**config.mk**
```make
export PLATFORM = sky130hd
export DESIGN_NAME = modred_serial
export DESIGN_NICKNAME = d
export VERILOG_FILES = /design/src/rtl/modred_pkg.sv /design/src/rtl/modred_step.sv /design/src/rtl/modred_serial.sv
export SDC_FILE = /design/constraint.sdc
export NUM_CORES = 2
export LEC_CHECK = 0
export CORE_MARGIN = 2
export CORE_UTILIZATION = 40
export CTS_CLUSTER_DIAMETER = 100
export DETAILED_ROUTE_END_ITERATION = 7
export PLACE_DENSITY_LB_ADDON = 0.3
export SETUP_SLACK_MARGIN = 0.05
export SYNTH_ARGS = -nofsm -noshare
export SYNTH_HDL_FRONTEND = slang
export SYNTH_SLANG_ARGS = --single-unit
```
**constraint.sdc**
```tcl
create_clock -name clock -period 10.65 [get_ports clock]
set_input_delay 2.13 -clock clock [delete_from_list [all_inputs] [get_ports clock]]
set_output_delay 2.13 -clock clock [all_outputs]
set_load 0.05 [all_outputs]
```
**src/rtl/modred_pkg.sv**
```systemverilog
// Shared types and constants for the serial modular reducer.
package modred_pkg;

    localparam int N_DEF = 256;

    typedef enum logic [1:0] {
        IDLE = 2'd0,
        RUN  = 2'd1,
        DONE = 2'd2
    } state_e;

    // Edge (counting the accept edge as 0) at which a consumer samples out_valid.
    function automatic int lat(input int n, input int k);
        return n / k + 1;
    endfunction

endpackage

```
**src/rtl/modred_step.sv**
```systemverilog
// One radix-2 reduce step: shift in one product bit, then subtract the modulus if needed.
module modred_step #(
    parameter int N = 256
) (
    input  logic [N:0]   acc_i,
    input  logic         bit_i,
    input  logic [N-1:0] mod_i,
    output logic [N:0]   acc_next_o
);

    logic [N+1:0] t;
    logic [N:0]   diff;
    logic         ge;

    // acc < mod keeps t below 2*mod, so the difference always fits in N+1 bits
    // and one conditional subtract restores acc < mod.
    always_comb begin
        t          = {acc_i, bit_i};
        ge         = (t >= {2'b00, mod_i});
        diff       = t[N:0] - {1'b0, mod_i};
        acc_next_o = ge ? diff : t[N:0];
    end

endmodule

```
**src/rtl/modred_serial.sv**
```systemverilog
// Sequential reducer: R = P mod M, retiring K bits of the low product half per cycle.
// K must divide N and be one of 1, 2, 4, 8.
//
// state | meaning
// IDLE  | waiting for in_valid; in_ready high
// RUN   | shifting lo into acc, K steps per cycle, cnt cycles left
// DONE  | R/err valid, out_valid pulse; returns to IDLE next edge
module modred_serial
    import modred_pkg::*;
#(
    parameter int N = N_DEF,
    parameter int K = 1
) (
    input  logic           clock,
    input  logic           reset,
    input  logic           in_valid,
    output logic           in_ready,
    input  logic [2*N-1:0] P,
    input  logic [N-1:0]   M,
    output logic [N-1:0]   R,
    output logic           out_valid,
    output logic           err
);

    localparam int ITER = N / K;
    localparam int CW   = $clog2(ITER + 1);

    state_e        state_q, state_d;
    logic [N:0]    acc_q, acc_d;
    logic [N-1:0]  lo_q, lo_d;
    logic [N-1:0]  mod_q, mod_d;
    logic [CW-1:0] cnt_q, cnt_d;
    logic [N-1:0]  r_q, r_d;
    logic          err_q, err_d;

    logic [K:0][N:0] acc_chain;
    logic            pre_err;

    assign acc_chain[0] = acc_q;

    genvar g;
    generate
        for (g = 0; g < K; g++) begin : g_step
            modred_step #(.N(N)) u_step (
                .acc_i      (acc_chain[g]),
                .bit_i      (lo_q[N-1-g]),
                .mod_i      (mod_q),
                .acc_next_o (acc_chain[g+1])
            );
        end
    endgenerate

    // A zero modulus or an upper half already >= M would break the acc < mod invariant.
    assign pre_err = (M == '0) || (P[2*N-1:N] >= M);

    // State and datapath registers.
    always_ff @(posedge clock or negedge reset) begin
        if (!reset) begin
            state_q <= IDLE;
            acc_q   <= '0;
            lo_q    <= '0;
            mod_q   <= '0;
            cnt_q   <= '0;
            r_q     <= '0;
            err_q   <= 1'b0;
        end else begin
            state_q <= state_d;
            acc_q   <= acc_d;
            lo_q    <= lo_d;
            mod_q   <= mod_d;
            cnt_q   <= cnt_d;
            r_q     <= r_d;
            err_q   <= err_d;
        end
    end

    // Next-state and datapath update.
    always_comb begin
        state_d = state_q;
        acc_d   = acc_q;
        lo_d    = lo_q;
        mod_d   = mod_q;
        cnt_d   = cnt_q;
        r_d     = r_q;
        err_d   = err_q;
        unique case (state_q)
            IDLE: begin
                if (in_valid) begin
                    acc_d = {1'b0, P[2*N-1:N]};
                    lo_d  = P[N-1:0];
                    mod_d = M;
                    cnt_d = CW'(ITER);
                    if (pre_err) begin
                        state_d = DONE;
                        err_d   = 1'b1;
                        r_d     = '0;
                    end else begin
                        state_d = RUN;
                    end
                end
            end
            RUN: begin
                acc_d = acc_chain[K];
                lo_d  = lo_q << K;
                cnt_d = cnt_q - CW'(1);
                if (cnt_q == CW'(1)) begin
                    state_d = DONE;
                    r_d     = acc_chain[K][N-1:0];
                    err_d   = 1'b0;
                end
            end
            DONE: begin
                state_d = IDLE;
            end
            default: begin
                state_d = IDLE;
            end
        endcase
    end

    assign in_ready  = (state_q == IDLE);
    assign out_valid = (state_q == DONE);
    assign R         = r_q;
    assign err       = err_q;

endmodule
```
-- Word level (Yosys, flattened, before mapping)
Index checks and enable logic that the tools add are counted.
- add/subtract/negate cells: 2
- multiplexer cells: 19
- $lt $le $gt $ge: 2
- reductions and logical operators: 8
- eq/ne operators: 6
- operators by type and width (operator ; count):
    256-bit 2-to-1 mux ; 4
    256-bit one-hot mux with 2 select lines ; 2
    257-bit 2-to-1 mux ; 2
    257-bit one-hot mux with 2 select lines ; 1
    258-bit by 256-bit greater-or-equal comparator with 1-bit output ; 1
    257-bit by 256-bit subtractor with 257-bit output ; 1
    256-bit greater-or-equal comparator ; 1
    256-bit logical NOT ; 1
    9-bit one-hot mux with 2 select lines ; 1
    9-bit by 1-bit == test with 1-bit output, second input constant ; 1
    9-bit 2-to-1 mux ; 1
    9-bit by 1-bit subtractor with 9-bit output, second input constant ; 1
    2-bit 2-to-1 mux ; 3
    2-bit AND reduction ; 3
    2-bit != test, second input constant ; 2
    2-bit one-hot mux with 2 select lines ; 1
    4-bit AND reduction ; 1
    1-bit 2-to-1 mux ; 3
    2-bit by 1-bit == test with 1-bit output, second input constant ; 1
    2-bit == test, second input constant ; 1
    2-bit logical NOT ; 1
    2-bit by 1-bit != test with 1-bit output, second input constant ; 1
    1-bit one-hot mux with 2 select lines ; 1
    2-bit nonzero test ; 1
    1-bit logical OR ; 1
- output and inout port bits: 259
- word-level logic and storage cells: 44
- register bits: 1037
- input bits: 771

-- Longest topological paths before layout
- depth in word-level cells: 5
- gate-level depth with buffers: 20
- gate-level depth less buffers: 18

-- By module
A second synthesis with hierarchy kept.
- cell total of the unflattened synthesis: 9771
- area total of the unflattened synthesis: 73112.6 µm²
- modules (own cells, without submodules) (module ; cells an instance ; area each (µm²) ; seq. area each (µm²) ; times used):
    modred_serial ; 5823 ; 50285.7 ; 25949.9 ; 1
    modred_step ; 3948 ; 22826.9 ; 0.0 ; 1

-- Worst setup path after synthesis
OpenSTA, ideal clock, no wires.
- kind: input-to-reg
- from: in M[214]
- to: reg r_q[225], in the netlist R[225]
- stages on the path: 16
- data arrival time: 5275 ps
- path buffers: 2
- library setup time: 95 ps
- required time: 10555 ps
- slack: 5279 ps
- cell sequence: inv_1 -> ha_1 -> and3_1 -> nand4_1 -> or4_1 -> nor4_1 -> and3_1 -> nand2_1 -> o31a_1 -> o211ai_1 -> o211ai_1 -> nor2_1 -> buf_2 -> buf_2 -> nand2_1 -> o31ai_1
- longest elaborated chain between the ends: 4
- elaborated cells between the ends (all ways): 5
- those cells by class: order compare: 1; eq/ne: 1; reduce/logical: 3
- ends and longest elaborated chain (what ; line ; RTL):
    from (decl) ; modred_serial.sv:19 ; input logic [N-1:0] M,
    256-bit greater-or-equal comparator / 256-bit logical NOT (equally long branches) ; modred_serial.sv:54 ; assign pre_err = (M == '0) || (P[2*N-1:N] >= M);
    1-bit logical OR (*) ; modred_serial.sv:54 ;
    2-bit by 1-bit != test with 1-bit output (no line) (*) ; - ;
    4-bit AND reduction (no line) (*) ; - ;
    to (signal assigned) ; modred_serial.sv:72 ; r_q <= r_d;
    to (decl) ; modred_serial.sv:33 ; logic [N-1:0] r_q, r_d;
Every way passes the cells marked *; elsewhere a longest branch is shown, timed or not.
A chain may end at the register's enable or synchronous reset.

-- Worst setup path after layout
- from: in M[59]
- to: reg r_q[244], in the netlist R[244]
The elaborated chain is that of the path after synthesis.

==> results.json <==
{
  "hold_viol_final": 0,
  "reg2reg_slack_ns": 3.78,
  "worst-path-stages": 17,
  "period_needed_ns": 7.190,
  "cts-htree-levels": 3,
  "clkLatencyLatePin_ns": 0.85,
  "cts.clk_slew.worst_paths_ns": 0.07,
  "initial_core_util": 0.4022,
  "whs_path_depth": 2,
  "cp.required_ns": 11.39,
  "cts_hold_buf": 0,
  "rsz0062_at_grt": "false",
  "synthMostInstantiatedCell": "nand2_1",
  "vdd_drop_max_v": 0.0002523,
  "dpl.hpwl_mm": 259.0,
  "cts_sinks": 1037,
  "p_leak_nw": 39.10,
  "dp_cells": 12320,
  "syn_to_final_growth_pct": 22.63,
  "final_nets": 11370,
  "syn_inst": 9391,
  "r2r_cells": 16,
  "core_um2": 178400,
  "path_common_cell": "o211ai_1",
  "hold_path_class": "reg -> reg",
  "yosysTopAreaCellShare": 0.3616,
  "drt_pass1_iterations": 8,
  "total_power_w": 0.03657,
  "crit_path_max_incr_delay_ns": 1.11,
  "dieArea_um2": 182800,
  "yosysWarnings": 0,
  "finalWirelength_mm": 326.0,
  "detail-route-antenna-nets": 0,
  "syn_area_per_cell_um2": 7.642,
  "final_layout_size_suffix_gt1_frac": 0.03612,
  "ys_ff_latch": 1037,
  "clk_path_buf_depth": 3,
  "dpl_cell_area_um2": 83790,
  "dieHeight_um": 427.6,
  "antenna_found_initial": 75,
  "worstPathCellList": "clkdlybuf4s50_1 -> nor4_1 -> nand4_1 -> nor4_1 -> buf_4 -> nand4_1 -> o211ai_1 -> nor2_1 -> o21ai_0 -> a221oi_1 -> o31a_1 -> o211ai_1 -> o211ai_1 -> buf_4 -> nor2_4 -> nand2_1 -> o21ai_0",
  "comb_power_share": 0.693,
  "final_area_um2": 88010,
  "cts_tree": "done",
  "portBuffers": 1029,
  "tightest_slew_ns": 1.326,
  "skew_ns": 0.09166,
  "max_freq_ghz": 0.1391,
  "grt.total_usage": 0.3433,
  "dr_total_vias": 74030,
  "crit_arrival_ns": 7.93,
  "ys_types": 92,
  "p_int_w": 0.01618,
  "wl_per_cell_um": 25.91,
  "crit_buf_inv": 3,
  "grt_start_max_net_pins": 208,
  "synth_top_flop_cell": "dfrtp_1",
  "cts_buffers": 119,
  "finalSetupTns_ns": 0,
  "route.detailed.drc": 0,
  "synth_area_um2": 71770,
  "grt_overflow": 0,
  "rows": 155,
  "netlist_top_cells_area": "dfrtp_1, nand2_1, ha_1, o21ai_0, a21oi_1",
  "status": "finished, final reports clean",
  "critPathCaptureType": "flip-flop",
  "switching_share": 0.5576,
  "maxSlewHeadroom": 0.1080,
  "postSynthNetCount": 10680,
  "slew_viol_final": 0,
  "final_cells": 12580,
  "synthArstFlopShare": 1.000,
  "drt_iter0_drc": 6871,
  "yosysSeqAreaShare": 0.3616,
  "io-pin-count": 1030,
  "grt_pass1_wl_mm": 470.3,
  "ctsResizeCount": 0,
  "fillCellCount": 17410,
  "pwr-share-clk": 0.119,
  "synth_commonest_cells": "nand2_1, dfrtp_1, o21ai_0, a21oi_1, nor2_1",
  "maxCapViolCount": 0,
  "synth_edf_count": 0,
  "hold_ws_ns": 0.4780,
  "crit_fanout": 44,
  "grt_pass1_vias": 72160,
  "finalWeightedCongestion": 1.047,
  "die_w_um": 427.6,
  "synth_top_cell_by_area": "dfrtp_1",
  "cp_top_family": "simple AND/OR/NAND/NOR gates",
  "setup_viol": 0,
  "cp_slowest_cell": "nor4_1",
  "p_seq_frac": 0.188,
  "root_buffer": "clkbuf_16",
  "p_per_area_nw_per_um2": 415.5,
  "startpoint_type": "input pin",
  "crit_type": "in -> reg",
  "postCtsSetupRepairBufs": 0,
  "finalCritPeriodShare": 0.6751,
  "switchingPower_w": 0.02039,
  "vias_per_cell": 5.885
}
-- cell usage in the layout, fill, tap and decap left out, types with 67 or more instances in the layout --
| cell type | synthesis | routed |
|---|---|---|
| o21bai_1 | 106 | 106 |
| nor3_1 | 142 | 142 |
| clkdlybuf4s50_1 | 0 | 1028 |
| a21o_1 | 157 | 157 |
| and3_1 | 152 | 152 |
| a21oi_1 | 848 | 848 |
| nor4_1 | 114 | 108 |
| a31oi_1 | 314 | 314 |
| o21ai_1 | 132 | 132 |
| nand4_1 | 232 | 232 |
| dfrtp_1 | 1037 | 1037 |
| buf_4 | 5 | 67 |
| xor2_1 | 97 | 97 |
| ha_1 | 514 | 514 |
| clkbuf_16 | 0 | 119 |
| nand2_1 | 1893 | 1892 |
| inv_1 | 624 | 624 |
| o21ai_0 | 918 | 918 |
| xnor2_1 | 154 | 154 |
| nand3_1 | 77 | 77 |
| nor2_1 | 692 | 687 |
-- power by group through the flow --
stage                     registers, W  logic [W]  clock network (W)
final                          0.00688     0.0253            0.00436
after global routing           0.00706     0.0273            0.00457
after detailed placement       0.00689     0.0248                  0
after CTS                      0.00685     0.0249            0.00441
after global placement         0.00685     0.0246                  0
after floorplan                0.00700     0.0161                  0
-- per-layer routing --
metal / GRT usage / part of all wire / up-vias
met2: 0.5631 / 0.47 / 2919
met1: 0.4234 / 0.40 / 36010
met3: 0.05433 / 0.064 / 706
met5: 0 / 0.0012 / -
li1: - / - / 34330
met4: 0.2122 / 0.066 / 60
-- final timing paths --
kind,to,start
min in group asynchronous,mod_q[109],reset
setup / recovery,R[244],M[59]
hold reg to reg,R[74],R[74]
max in group asynchronous,R[215],reset
hold / removal,R[74],R[74]
setup reg to reg,acc_q[235],acc_q[90]
-- cells by family (layout without fill, tap and decap cells) --
| family | Yosys count | count (layout) | share of synthesized area |
|---|---|---|---|
| AOI/OAI and AO/OA | 2887 | 2887 | 0.2350 |
| muxes | 65 | 65 | 0.009223 |
| other | 0 | 38 | 0 |
| DFF | 1037 | 1037 | 0.3616 |
| adders and majority gates | 515 | 515 | 0.08989 |
| and+or+nand+nor | 3475 | 3475 | 0.2112 |
| buffers and inverters | 1161 | 1957 | 0.06248 |
| xor gates and xnor gates | 251 | 251 | 0.03063 |
-- area by class of cell --
cell class                 count  area, µm²  share of cell area
antenna                       38      95.09            0.001081
multi-input combinational   7193      41430              0.4708
clock inverter                51      665.6            0.007564
sequential                  1037      25950              0.2949
timing repair buffer        1111      11110              0.1262
inverter                     625       2346             0.02666
tap                         2355       2947             0.03348
clock buffer                 170       3460             0.03931
-- worst reg2reg max path: cells and delay by family (launching register included) --
family / cells / cell delay (ns)
and+or+nand+nor: 2 / 0.75
adders and majority gates: 1 / 0.40
DFF: 1 / 0.40
buffers and inverters: 2 / 0.90
AOI/OAI and AO/OA: 11 / 4.36
-- per-stage QoR --
step | utilization | worst slack (ns)
3_5_place_dp | 0.4696 | 2.650
2_1_floorplan | - | 5.279
5_1_grt | 0.4931 | 3.271
4_1_cts | 0.4927 | 3.517
6_report | 0.4932 | 3.460
3_3_place_gp | 0.4696 | 2.751
-- state kept, by name, summed over array words and instances, names as in the netlist --
register	cells
acc_q	257
R	256
lo_q	256
mod_q	256
cnt_q	9
state_q	2
err	1
(Power assumes the default switching activity.)
